## src/rtl/mem_ops_pkg.sv

```systemverilog
// Shared definitions for the memory-stage access controller.
//   - op codes driven by the pipeline on Op
//   - default memory geometry (word address / data widths)
//   - controller state encoding and stack-pointer update commands
package mem_ops_pkg;

    localparam int unsigned ADDR_W = 11;
    localparam int unsigned DATA_W = 16;

    typedef enum logic [2:0] {
        OpNop  = 3'd0,
        OpLdd  = 3'd1,
        OpStd  = 3'd2,
        OpPush = 3'd3,
        OpPop  = 3'd4,
        OpCall = 3'd5,
        OpRet  = 3'd6,
        OpRsvd = 3'd7
    } op_e;

    typedef enum logic {
        StIdle,
        StSecond
    } state_e;

    typedef enum logic [2:0] {
        SpHold,
        SpDec1,
        SpInc1,
        SpDec2,
        SpInc2
    } sp_upd_e;

endpackage

```

## src/rtl/stack_pointer.sv

```systemverilog
// Stack pointer register for mem_access_ctrl.
// Holds the current top-of-stack word address and applies the -1/+1/-2/+2
// updates requested by the controller. Arithmetic wraps modulo 2^ADDR_W.
//   clk_i  : clock
//   rst_ni : asynchronous active-low reset, loads SP_RESET
//   upd_i  : update command for this cycle
//   sp_o   : current stack pointer
module stack_pointer #(
    parameter int unsigned ADDR_W   = 11,
    parameter int unsigned SP_RESET = 2047
) (
    input  logic                    clk_i,
    input  logic                    rst_ni,
    input  mem_ops_pkg::sp_upd_e    upd_i,
    output logic [ADDR_W-1:0]       sp_o
);
    import mem_ops_pkg::*;

    logic [ADDR_W-1:0] sp_d, sp_q;

    always_comb begin
        sp_d = sp_q;
        unique case (upd_i)
            SpHold:  sp_d = sp_q;
            SpDec1:  sp_d = sp_q - ADDR_W'(1);
            SpInc1:  sp_d = sp_q + ADDR_W'(1);
            SpDec2:  sp_d = sp_q - ADDR_W'(2);
            SpInc2:  sp_d = sp_q + ADDR_W'(2);
            default: sp_d = sp_q;
        endcase
    end

    always_ff @(posedge clk_i or negedge rst_ni) begin
        if (!rst_ni) begin
            sp_q <= ADDR_W'(SP_RESET);
        end else begin
            sp_q <= sp_d;
        end
    end

    assign sp_o = sp_q;

endmodule

```

## src/rtl/mem_access_ctrl.sv

```systemverilog
// Memory-stage initiator for the single-port data memory.
// Turns pipeline memory ops into one- or two-word memory accesses, owns the
// stack pointer, and holds the pipeline for the 32-bit PC push (CALL) and
// pop (RET). Memory controls are combinational from state and request; the
// memory commits writes on the falling edge inside the access cycle.
//   Clk, Rst            : clock, asynchronous active-low reset
//   Req, Op             : request valid and op code (mem_ops_pkg::op_e)
//   EffAddr, WrData     : LDD/STD address, STD/PUSH data
//   PcIn / PcOut        : CALL return PC in, RET target PC out
//   Ready, Stall, Done  : idle/accepting, pipeline hold, completion pulse
//   RdData, Sp          : LDD/POP result, current stack pointer
//   MemeWrite, MemeRead, MemAddr, MemDataIn, MemDataOut : memory port
module mem_access_ctrl #(
    parameter int unsigned ADDR_W   = 11,
    parameter int unsigned DATA_W   = 16,
    parameter int unsigned SP_RESET = 2047
) (
    input  logic                  Clk,
    input  logic                  Rst,
    input  logic                  Req,
    input  logic [2:0]            Op,
    input  logic [ADDR_W-1:0]     EffAddr,
    input  logic [DATA_W-1:0]     WrData,
    input  logic [2*DATA_W-1:0]   PcIn,
    output logic                  Ready,
    output logic                  Stall,
    output logic                  Done,
    output logic [DATA_W-1:0]     RdData,
    output logic [2*DATA_W-1:0]   PcOut,
    output logic [ADDR_W-1:0]     Sp,
    output logic                  MemeWrite,
    output logic                  MemeRead,
    output logic [ADDR_W-1:0]     MemAddr,
    output logic [DATA_W-1:0]     MemDataIn,
    input  logic [DATA_W-1:0]     MemDataOut
);
    import mem_ops_pkg::*;

    state_e                state_d, state_q;
    op_e                   op_d, op_q;        // which two-word op is in flight
    logic                  done_d, done_q;
    logic [DATA_W-1:0]     rd_data_d, rd_data_q;
    logic [2*DATA_W-1:0]   pc_out_d, pc_out_q;
    logic [DATA_W-1:0]     pc_lo_d, pc_lo_q;  // low PC word carried into SECOND
    sp_upd_e               sp_upd;
    logic                  mem_we, mem_re, stall;
    logic [ADDR_W-1:0]     mem_addr;
    logic [DATA_W-1:0]     mem_wdata;
    op_e                   req_op;

    assign req_op = op_e'(Op);

    stack_pointer #(
        .ADDR_W   (ADDR_W),
        .SP_RESET (SP_RESET)
    ) u_stack_pointer (
        .clk_i  (Clk),
        .rst_ni (Rst),
        .upd_i  (sp_upd),
        .sp_o   (Sp)
    );

    always_comb begin
        mem_we    = 1'b0;
        mem_re    = 1'b0;
        mem_addr  = '0;
        mem_wdata = '0;
        stall     = 1'b0;
        sp_upd    = SpHold;
        state_d   = state_q;
        op_d      = op_q;
        done_d    = 1'b0;
        rd_data_d = rd_data_q;
        pc_out_d  = pc_out_q;
        pc_lo_d   = pc_lo_q;

        unique case (state_q)
            StIdle: begin
                if (Req) begin
                    case (req_op)
                        OpLdd: begin
                            mem_re    = 1'b1;
                            mem_addr  = EffAddr;
                            rd_data_d = MemDataOut;
                            done_d    = 1'b1;
                        end
                        OpStd: begin
                            mem_we    = 1'b1;
                            mem_addr  = EffAddr;
                            mem_wdata = WrData;
                            done_d    = 1'b1;
                        end
                        OpPush: begin
                            mem_we    = 1'b1;
                            mem_addr  = Sp;
                            mem_wdata = WrData;
                            sp_upd    = SpDec1;
                            done_d    = 1'b1;
                        end
                        OpPop: begin
                            mem_re    = 1'b1;
                            mem_addr  = Sp + ADDR_W'(1);
                            rd_data_d = MemDataOut;
                            sp_upd    = SpInc1;
                            done_d    = 1'b1;
                        end
                        OpCall: begin
                            mem_we    = 1'b1;
                            mem_addr  = Sp;
                            mem_wdata = PcIn[2*DATA_W-1:DATA_W];
                            pc_lo_d   = PcIn[DATA_W-1:0];
                            stall     = 1'b1;
                            op_d      = OpCall;
                            state_d   = StSecond;
                        end
                        OpRet: begin
                            mem_re    = 1'b1;
                            mem_addr  = Sp + ADDR_W'(1);
                            pc_lo_d   = MemDataOut;
                            stall     = 1'b1;
                            op_d      = OpRet;
                            state_d   = StSecond;
                        end
                        default: ; // NOP / reserved: accepted, no access
                    endcase
                end
            end
            StSecond: begin
                // Any Req here is ignored; Ready is low.
                done_d  = 1'b1;
                state_d = StIdle;
                if (op_q == OpCall) begin
                    mem_we    = 1'b1;
                    mem_addr  = Sp - ADDR_W'(1);
                    mem_wdata = pc_lo_q;
                    sp_upd    = SpDec2;
                end else begin
                    mem_re    = 1'b1;
                    mem_addr  = Sp + ADDR_W'(2);
                    pc_out_d  = {MemDataOut, pc_lo_q};
                    sp_upd    = SpInc2;
                end
            end
            default: state_d = StIdle;
        endcase
    end

    always_ff @(posedge Clk or negedge Rst) begin
        if (!Rst) begin
            state_q   <= StIdle;
            op_q      <= OpNop;
            done_q    <= 1'b0;
            rd_data_q <= '0;
            pc_out_q  <= '0;
            pc_lo_q   <= '0;
        end else begin
            state_q   <= state_d;
            op_q      <= op_d;
            done_q    <= done_d;
            rd_data_q <= rd_data_d;
            pc_out_q  <= pc_out_d;
            pc_lo_q   <= pc_lo_d;
        end
    end

    assign Ready     = (state_q == StIdle);
    assign Stall     = stall;
    assign Done      = done_q;
    assign RdData    = rd_data_q;
    assign PcOut     = pc_out_q;
    assign MemeWrite = mem_we;
    assign MemeRead  = mem_re;
    assign MemAddr   = mem_addr;
    assign MemDataIn = mem_wdata;

endmodule

```

## config.mk

```make
export PLATFORM = sky130hd
export DESIGN_NAME = mem_access_ctrl
export DESIGN_NICKNAME = d
export VERILOG_FILES = /design/src/rtl/mem_ops_pkg.sv /design/src/rtl/stack_pointer.sv /design/src/rtl/mem_access_ctrl.sv
export SDC_FILE = /design/constraint.sdc
export NUM_CORES = 1
export LEC_CHECK = 0
export ABC_AREA = 0
export BUFFER_PORTS_ARGS = -buffer_cell sky130_fd_sc_hd__buf_2
export CAP_MARGIN = 20
export CORE_MARGIN = 4
export CORE_UTILIZATION = 28
export DETAILED_ROUTE_END_ITERATION = 12
export PLACE_DENSITY_LB_ADDON = 0.25
export SLEW_MARGIN = 30
export SYNTH_ARGS = -nofsm -noshare
export SYNTH_HDL_FRONTEND = slang
export SYNTH_SLANG_ARGS = --single-unit
```

## constraint.sdc

```tcl
create_clock -name Clk -period 7.45 [get_ports Clk]
set_clock_uncertainty 0.1 [all_clocks]
set_input_delay 1.1175 -clock Clk [delete_from_list [all_inputs] [get_ports Clk]]
set_output_delay 1.1175 -clock Clk [all_outputs]
set_load 0.01 [all_outputs]
```

==> flow_metrics.tcl <==
set metrics [dict create \
    status "complete, no violations" \
    clk_latency_ns 0.34 \
    grt_antenna_before_repair 0 \
    die_area_um2 20800 \
    power.switching_mw 0.793 \
    hpwl_um 14100 \
    clkSlewWorstSetupHoldPaths_ns 0.06 \
    ctsResizeCount 0 \
    io_buffers 171 \
    diodes 0 \
    slowest_delay_ns 0.77 \
    post-route-util_pct 35.9 \
    synth_common_cells "169 x nand2_1, 69 x dfrtp_1, 40 x o21ai_0, 35 x a22oi_1, 25 x clkbuf_1" \
    numCtsBuffers 9 \
    die_y_um 144 \
    io_pins 172 \
    yosysTopAreaCellShare_pct 33.2 \
    clockRootBuffer "clkbuf_16" \
    ys_top_cells_by_area "dfrtp_1 33%, nand2_1 12%, dfstp_2 5.6%" \
    nets 847 \
    num_vias 5368 \
    postCtsHoldBufs 0 \
    ys_types 76 \
    slew_viol_final 0 \
    grt_max_degree 46 \
    path_max_fanout 31 \
    globalRouteTotalUtil_pct 18.7 \
    required_ns 6.23 \
    postSynthCellCount 621 \
    cts_max_level 3 \
    setup_slack_ns 2.97 \
    critPathMostFrequentCell "buf_2" \
    p_per_area_nw_per_um2 298 \
    final_cell_count_no_fill 993 \
    setup_viol 0 \
    drt_iter0_drc 441 \
    routabilityCongestion 0.880 \
    netlist_area_um2 5200 \
    finalHoldViolCount 0 \
    busiest_layer "met2" \
    core.rowCount 49 \
    worst_pin_slew_ns 0.890 \
    pwr-share-clk_pct 21.9 \
    wl_per_cell_um 19.9 \
    ys_seq_elements 80 \
    max_freq_mhz 223 \
    syn_avg_cell_area_um2 8.37 \
    power_frac_comb_pct 38.1 \
    clockBufferDepth 2 \
    path_class "input pin to primary output" \
    core_um2 18100 \
    synthesis.nets 708 \
    grt_pass1_vias 5293 \
    intPower_mw 1.14 \
    areaGrowthSynthToFinish_pct 24.7 \
    dp.cells 977 \
    die_w_um 144 \
    initial_core_util_pct 28.8 \
    synth.most_common_cell "nand2_1" \
    cts_tree "yes" \
    critPathLaunchType "input pin" \
    crit_chain "buf_2, nor2b_2, and3_1, nor2_2, buf_4, inv_1, buf_2" \
    gr-usage-met1_pct 26.0 \
    fin_crit_ns 4.48 \
    postCtsSetupRepairBufs 0 \
    seqPwrFrac_pct 40.0 \
    dp_slack_ns 3.02 \
    grt.met2_usage_pct 29.3 \
    overflow 0 \
    rsz0062_at_grt "false" \
    peakVddDrop_uv 127 \
    final.period_utilization_pct 60.1 \
    synth_warnings 0 \
    ant_nets 0 \
    ys_seq_area_share_pct 38.8 \
    synth_top_area_cell "dfrtp_1" \
    async_flop_share_pct 100 \
    sw_frac_of_total_pct 41.0 \
    maxCapViolations 0 \
    grt_use_met3_pct 4.53 \
    synthFlopType "dfrtp_1" \
    tns_ns 0 \
    drtPass1Iterations 6 \
    wl_um 19700 \
    synth_edf_count 0 \
    p_total_mw 1.93 \
    clock-sinks 80 \
    drive_gt1_share_pct 31.7 \
    critPathArrivalTime_ns 3.26 \
    grt_pass1_wl_um 30400 \
    vias_per_cell 5.41 \
    worst_slew_margin_rel_pct 40.4 \
    hold_path_class "register to register" \
    leakagePower_nw 3.10 \
    end_kind "primary output" \
    critical-path-slowest-cell "and3_1" \
    drt_drc_violations_left 0 \
]
==> final cells by class <==
type,instances,area [µm²]
Clock inverter,5,40.0
Timing Repair Buffer,180,938
Tap cell,229,287
Sequential cell,80,2020
Clock buffer,10,239
Fill cell,1914,11600
Inverter,11,41.3
Multi-Input combinational cell,478,2920
==> power by group through the flow <==
stage | Sequential, mW | Clock [mW] | Combinational [mW]
2_1_floorplan | 0.730 | 0 | 0.471
3_3_place_gp | 0.773 | 0 | 0.733
3_5_place_dp | 0.771 | 0 | 0.737
4_1_cts | 0.768 | 0.438 | 0.739
5_1_grt | 0.797 | 0.456 | 0.817
6_report | 0.773 | 0.423 | 0.737
==> final timing paths <==
path | slack, ns | end | cells past startpoint | from
min in group asynchronous | 0.64 | PcOut[4]$_DFFE_PN0P_ | 1 | Rst
max reg2reg | 4.79 | pc_lo_q[15]$_DFFE_PN0P_ | 6 | state_q$_DFF_PN0_
min reg2reg | 0.37 | PcOut[9]$_DFFE_PN0P_ | 2 | PcOut[9]$_DFFE_PN0P_
min | 0.37 | PcOut[9]$_DFFE_PN0P_ | 2 | PcOut[9]$_DFFE_PN0P_
max | 2.97 | Stall | 7 | Op[0]
max in group asynchronous | 5.64 | PcOut[10]$_DFFE_PN0P_ | 2 | Rst
==> placed cells by master (no fill, tap or decap), types with 3 or more instances in the layout <==
cell       netlist  layout
o211ai_1         3       3
mux2i_1          6       6
xnor2_1          7       7
nor3_2           2       3
dfrtp_1         69      69
dfstp_2         11      11
o31ai_1          3       3
o22ai_1          7       7
nor2b_1          4       3
nor4_1           4       3
o21ai_1          3       3
nand2_1        169     169
inv_1           11      11
mux2_2          19      19
xor2_1          16      16
o21ai_0         40      40
o221ai_1         8       8
a21o_1           3       3
and3_1           4       4
nor2_2           3       3
mux2_1           3       3
a31oi_1          3       3
a22oi_1         35      35
a22o_1           6       6
buf_4            3       9
a221oi_1         6       6
nand4_1          3       3
ha_1             6       6
buf_2           20     170
a21oi_1         20      20
nor2_1          20      20
or3_1            3       3
a222oi_1         3       3
nor3_1           8       7
or3b_1           3       3
clkbuf_16        0       9
nand3_1         13      13
==> metrics by stage <==
stage | hold slack, ns | cell area, µm²
3_3_place_gp | 0.353 | 6180
3_5_place_dp | 0.356 | 6180
6_report | 0.372 | 6480
5_1_grt | 0.392 | 6480
4_1_cts | 0.372 | 6460
2_1_floorplan | 0.361 | 5200
==> worst max-delay path: cells and delay by family <==
kind | cells | cell delay (ns)
and+or+nand+nor | 3 | 1.21
buffers and inverters | 4 | 0.89
==> kinds of logic after synthesis <==
group                      count (synthesis)  synth area share, %
muxes                                     28                 5.92
and+or+nand+nor                          255                 22.6
AOI/OAI and AO/OA                        166                 22.0
xor gates and xnor gates                  23                 3.87
DFF                                       80                 38.8
adders and majority gates                  6                 1.44
buffers and inverters                     63                 5.39
==> state kept, by name, indices dropped and copies added, names as in the netlist <==
register and cells:
state_q 1, pc_lo_q 16, RdData 16, op_q 3
PcOut 32, Done 1, u_stack_pointer.sp_o 11
==> metal layers <==
layer	vias to the layer above	routed length, µm	share of wire [%]
li1	2498	-	-
met2	286	8900	45
met1	2546	8560	43
met5	-	0	0
met3	38	1840	9.3
met4	0	433	2.2
No activity file was read; power rests on OpenSTA's default activity.
